`config.mk`:
```
export PLATFORM = sky130hd
export DESIGN_NAME = async_fifo_single_clk
export DESIGN_NICKNAME = d
export VERILOG_FILES = /design/src/rtl/async_fifo_single_clk.sv
export SDC_FILE = /design/constraint.sdc
export NUM_CORES = 1
export LEC_CHECK = 0
export ABC_AREA = 1
export BUFFER_PORTS_ARGS = -buffer_cell sky130_fd_sc_hd__buf_4
export CAP_MARGIN = 20
export CORE_AREA = 2 2 140 142
export CTS_CLUSTER_SIZE = 24
export DETAILED_ROUTE_END_ITERATION = 10
export DIE_AREA = 0 0 142 144
export GPL_TIMING_DRIVEN = 0
export PLACE_DENSITY_LB_ADDON = 0.12
export SLEW_MARGIN = 30
export SYNTH_ARGS = -nofsm -noshare
export SYNTH_HDL_FRONTEND = slang
export SYNTH_SLANG_ARGS = --single-unit
```
`constraint.sdc`:
```
create_clock -name clk -period 5.9 [get_ports clk]
set_input_delay 1.475 -clock clk [delete_from_list [all_inputs] [get_ports clk]]
set_output_delay 1.475 -clock clk [all_outputs]
set_load 0.02 [all_outputs]
```
`src/rtl/async_fifo_single_clk.sv`:
```
// Single-clock FIFO with registered read data, full/empty flags, level outputs and synchronous flush.
// Optional sticky overflow/underflow outputs are enabled by defining ASYNC_FIFO_ERR_FLAGS_EN.
module async_fifo_single_clk #(
    parameter int DEEPTH_BIT = 6,
    parameter int DEEPTH     = 32,
    parameter int WIDTH      = 8
) (
    input  logic                  clk,
    input  logic                  rst_n,
    input  logic                  wclr,
    input  logic                  rclr,
    input  logic                  wr_en,
    input  logic                  rd_en,
    input  logic [WIDTH-1:0]      dati,
    output logic                  full,
    output logic                  empty,
    output logic [WIDTH-1:0]      dato,
    output logic [DEEPTH_BIT-1:0] wlevel,
`ifdef ASYNC_FIFO_ERR_FLAGS_EN
    output logic [DEEPTH_BIT-1:0] rlevel,
    output logic                  overflow,
    output logic                  underflow
`else
    output logic [DEEPTH_BIT-1:0] rlevel
`endif
);

    localparam int ADDR_W = DEEPTH_BIT - 1;

    logic [WIDTH-1:0]      mem [DEEPTH];

    logic [DEEPTH_BIT-1:0] wptr_q, wptr_d;
    logic [DEEPTH_BIT-1:0] rptr_q, rptr_d;
    logic [DEEPTH_BIT-1:0] wlevel_q, rlevel_q, level_d;
    logic                  full_q, full_d;
    logic                  empty_q, empty_d;
    logic [WIDTH-1:0]      dato_q, dato_d;
    logic                  flush, do_wr, do_rd, mem_we;

    always_comb begin
        flush  = wclr | rclr;
        // Accept decisions use the registered (pre-edge) flags.
        do_wr  = wr_en && !full_q;
        do_rd  = rd_en && !empty_q;
        mem_we = do_wr && !flush;

        wptr_d = wptr_q;
        rptr_d = rptr_q;
        dato_d = dato_q;
        if (flush) begin
            wptr_d = '0;
            rptr_d = '0;
            dato_d = '0;
        end else begin
            if (do_wr) wptr_d = wptr_q + 1'b1;
            if (do_rd) begin
                rptr_d = rptr_q + 1'b1;
                dato_d = mem[rptr_q[ADDR_W-1:0]];
            end
        end

        level_d = wptr_d - rptr_d;
        empty_d = (wptr_d == rptr_d);
        full_d  = (wptr_d[DEEPTH_BIT-1] != rptr_d[DEEPTH_BIT-1]) &&
                  (wptr_d[ADDR_W-1:0] == rptr_d[ADDR_W-1:0]);
    end

    always_ff @(posedge clk) begin
        if (mem_we) mem[wptr_q[ADDR_W-1:0]] <= dati;
    end

    always_ff @(posedge clk or negedge rst_n) begin
        if (!rst_n) begin
            wptr_q   <= '0;
            rptr_q   <= '0;
            wlevel_q <= '0;
            rlevel_q <= '0;
            full_q   <= 1'b0;
            empty_q  <= 1'b1;
            dato_q   <= '0;
        end else begin
            wptr_q   <= wptr_d;
            rptr_q   <= rptr_d;
            wlevel_q <= level_d;
            rlevel_q <= level_d;
            full_q   <= full_d;
            empty_q  <= empty_d;
            dato_q   <= dato_d;
        end
    end

    assign full   = full_q;
    assign empty  = empty_q;
    assign dato   = dato_q;
    assign wlevel = wlevel_q;
    assign rlevel = rlevel_q;

`ifdef ASYNC_FIFO_ERR_FLAGS_EN
    logic ovf_q, ovf_d;
    logic udf_q, udf_d;

    always_comb begin
        ovf_d = ovf_q | (wr_en && full_q);
        udf_d = udf_q | (rd_en && empty_q);
        if (flush) begin
            ovf_d = 1'b0;
            udf_d = 1'b0;
        end
    end

    always_ff @(posedge clk or negedge rst_n) begin
        if (!rst_n) begin
            ovf_q <= 1'b0;
            udf_q <= 1'b0;
        end else begin
            ovf_q <= ovf_d;
            udf_q <= udf_d;
        end
    end

    assign overflow  = ovf_q;
    assign underflow = udf_q;
`endif

endmodule

```
Yosys cells after proc, flatten, opt, wreduce, memory -nomap -nowiden
Memory sizes are Yosys's and may differ from the RTL's.
Index checks and enable logic that the tools add are counted.

word-level totals
  register bits = 28
  bits in writable memories = 256
  bits of input ports = 14
  output and inout port bits = 22
  logic and storage cells = 30
  memories = 1

memories
  name  words  width  read ports  clocked after memory_dff  write ports  line  RTL
  mem   32     8      1           0                         1            30    logic [WIDTH-1:0] mem [DEEPTH];

operators by class
  $add $sub $neg = 3
  eq/ne operators = 3
  multiplexer cells = 8
  bitwise gates (word level) = 1
  reductions and logical operators = 8

operators by type and width
  cell                                                            number
  6-bit two-way mux                                               4
  8-bit two-way mux                                               2
  6-bit by 1-bit adder with 6-bit output (second input constant)  2
  6-bit equality test                                             1
  6-bit subtractor                                                1
  5-bit equality test                                             1
  1-bit logical AND                                               4
  1-bit logical NOT                                               3
  1-bit two-way mux                                               2
  2-bit nonzero test                                              1
  1-bit inequality test                                           1
  1-bit OR                                                        1

Depth between registers and ports, before layout
  depth after elaboration = 6
  depth in mapped cells = 15
  gate-level depth less buffers = 15

Worst setup path after synthesis
No wires, ideal clock.

  path type = input to register
  start = in rclr
  end = reg rlevel_q[5], in the netlist rlevel[5]
  setup time = 0.116 ns
  arrival time = 3.120 ns
  path slack = 2.663 ns
  stages on the path = 9
  path buffers = 0
  cells stage by stage = nor2_2 -> nand2_1 -> nor2_1 -> a31o_2 -> ha_1 -> a21oi_1 -> inv_1 -> nand2_1 -> nand2_1

on the way
  cells in the longest elaborated chain, start to end = 3
  elaborated cells on any way between the ends = 4
  classes of those cells = 1 x add/sub; 2 x mux; 1 x bitwise

ends and longest elaborated chain
  item                  line  RTL
  start, declared       11    input logic rclr,
  1-bit OR              41    flush = wclr | rclr;
  6-bit two-way mux     50    if (flush) begin
  named net wptr_d[4]   32    logic [DEEPTH_BIT-1:0] wptr_q, wptr_d;
  6-bit subtractor      62    level_d = wptr_d - rptr_d;
  named net level_d[5]  34    logic [DEEPTH_BIT-1:0] wlevel_q, rlevel_q, level_d;
  end signal, assigned  85    rlevel_q <= level_d;
  end, declared         34

The timed path passes the listed nets, and every way through them passes these cells.
A chain may end at the register's enable or synchronous reset.

Final worst setup path
  start = in rclr
  end = reg rlevel_q[5], in the netlist rlevel[5]

on the way
  cells in the longest elaborated chain, start to end = 3
  elaborated cells on any way between the ends = 4
  classes of those cells = 1 x add/sub; 2 x mux; 1 x bitwise

ends and longest elaborated chain
  item                  line
  1-bit OR (*)          41
  6-bit two-way mux     50
  6-bit subtractor (*)  62
  named net level_d[5]  34

The timed path passes the listed nets; every way through them passes the cells marked *.

==> metrics.yaml <==
status: "completed"
crit_required_ps: 6330
power.switching_w: 0.000839
synthCells: 1072
fin_setup_tns_ps: 0
grt_setup_unrepaired: "false"
start_kind: "input port"
drive_gt1_share_pct: 12.4
die_x_um: 142
gp_congestion: 0.918
core_um2: 19100
postCtsHoldBufs: 0
arrival_ps: 3890
die_area_um2: 20400
synth_largest_area_cell: "edfxtp_1"
clock_power_share_pct: 43.8
synth_edf_count: 256
cp-startpoint: "rclr"
post_cts_buffers: 0
syn_area_um2: 11900
p_leak_nw: 5.25
dp_hpwl_mm: 18.9
drc: 0
hold_path_depth: 2
max_slew_margin_pct: 45.0
cts_resized: 0
diodes: 0
combPwrFrac_pct: 3.6
ant_nets: 0
portBuffers: 35
drt-vias-per-instance: 5.87
r2r_start: "wptr_q[0]"
synthesis.nets: 1097
switching_share_pct: 20.0
total_power_w: 0.00419
peakVddDrop_uv: 256
final_max_slew_viol_count: 0
crit_type: "in2reg"
drv_cap: 0
drt_iter0_drc: 834
synth_top_area_share_pct: 64.6
setup_viol: 0
hp-class: "reg2reg"
cts_made_buffers: 28
final_util_pct: 70.4
synthFlopType: "edfxtp_1"
worstMarginPinSlew_ps: 822
grt_pass1_vias: 7986
num-fill-cells: 1345
finalNetCount: 1162
firstDrtPassIters: 7
pwr_density_cell_nw_per_um2: 312
clockBufferDepth: 3
critPathMaxFanout: 10
clockRootBuffer: "clkbuf_16"
die_h_um: 144
post-place-cells: 1345
netlist_top_cells_area: "edfxtp_1 65%, nand2_1 13%, nand3_1 6.4%"
yosys_warnings: 0
dp_slack_ps: 1750
ys_seq_area_share_pct: 70.5
areaGrowthSynthToFinish_pct: 12.8
routed-via-count: 8206
stdcell_count: 1397
io_pins: 36
endpoint_kind: "flop"
ys_ff_latch: 284
period_needed_ps: 3450
start_util_pct: 62.4
clk_latency_ps: 540
async_flop_share_pct: 9.86
yosysMostFrequentCell: "nand2_1"
h-tree-depth: 1
wirelength_mm: 29.3
ys_types: 28
grt_max_degree: 33
grt_first_pass_wirelength_mm: 44.2
p_int_w: 0.00335
max_freq_mhz: 290
synthTopCellsByCount: "406 x nand2_1, 256 x edfxtp_1, 151 x nand3_1, 50 x nor2_1, 47 x a21oi_1"
cts.clk_slew.worst_paths_ps: 60
worstHoldStart: "dato[3]"
p_seq_share_pct: 52.6
fin_crit_sh_pct: 58.5
cts_tree: "yes"
fin_ws_ps: 2450
clkSinkCount: 284
antenna_found_initial: 0
final.setup_skew_ps: 11.8
overflow: 0
rr_worst_depth: 11
wl_per_cell_um: 20.9
syn_area_per_cell_um2: 11.1
grt_usage_pct: 29.6
finalHoldViolCount: 0
rows: 51
-- power by group through the flow --
stage          logic (W)  registers [W]  clock network (W)
2_1_floorplan  0.0000616        0.00225                  0
3_3_place_gp    0.000145        0.00225                  0
3_5_place_dp    0.000148        0.00225                  0
4_1_cts         0.000148        0.00220            0.00183
5_1_grt         0.000163        0.00220            0.00192
6_report        0.000150        0.00220            0.00183
-- routing by layer --
metal	global-route usage, %	wire [µm]	vias up
met5	0	0	-
met4	12.3	1190	0
met3	4.40	2630	86
met2	48.8	14100	408
met1	40.1	11300	3920
li1	-	-	3792
-- state kept, by name, indices dropped and copies added, names as in the netlist --
signal	flops
mem	256
rptr_q	6
full	1
empty	1
rlevel	6
dato	8
wptr_q	6
-- cells in the final DEF (no fill, tap or decap), types with 2 or more instances in the layout --
cell type,netlist,routed
clkbuf_1,3,10
inv_2,3,3
clkinv_1,2,4
nor2_2,6,7
buf_1,4,4
nor3_1,5,4
nor2_1,50,49
nand3_1,151,151
clkinv_2,0,6
buf_2,37,37
ha_1,10,10
xor2_1,2,2
inv_1,29,29
edfxtp_1,256,256
a21oi_1,47,47
clkbuf_8,0,3
bufinv_16,0,4
nand3b_1,8,8
dfrtp_1,27,27
o21ai_0,3,3
nand2_1,406,406
buf_4,14,49
clkbuf_16,0,29
-- layout make-up --
cell class	count	area (µm²)	share of cell area, %
tap	238	298	2.22
inverter	34	128	0.951
buffer	58	317	2.36
clock buffer	39	793	5.91
sequential	284	8390	62.5
timing repair buffer	35	263	1.96
clock inverter	13	165	1.23
multi-input combinational	696	3070	22.9
-- final timing paths --
kind                                  end  slack (ps)
max in group asynchronous           empty        4730
min in group asynchronous       rlevel[2]         850
worst min register to register    dato[3]         490
worst min-delay path              dato[3]         490
worst max-delay path            rlevel[5]        2450
worst max register to register  rlevel[5]        3150
-- cell families (layout without fill, tap and decap cells) --
logic type,count (synthesis),count (layout),share of synthesized area [%]
AND/OR/NAND/NOR,629,629,22.0
flip-flops,284,284,70.5
buffers and inverters,92,179,3.73
AO/OA/AOI/OAI,53,53,2.30
adder cells (fa/ha/maj),11,11,1.22
XOR/XNOR,3,3,0.221
-- worst max-delay path, stage by stage --
cell     delay, ps
buf_4          110
nor2_2         360
inv_2          190
nor2_2         480
a22oi_1        200
ha_1           340
nand2_1         50
o21ai_0        290
nand2_1         90
nand2_1         80
a21oi_1         80
nand3_1         90
nand2_1         50
-- per-stage QoR --
stage / hold WS, ps / cell area (µm²)
final: 491 / 13400
after global routing: 499 / 13400
after CTS: 493 / 13400
after detailed placement: 471 / 12500
after global placement: 468 / 12500
after floorplan: 554 / 11900
Note: power is estimated with default switching activity, not from simulation.
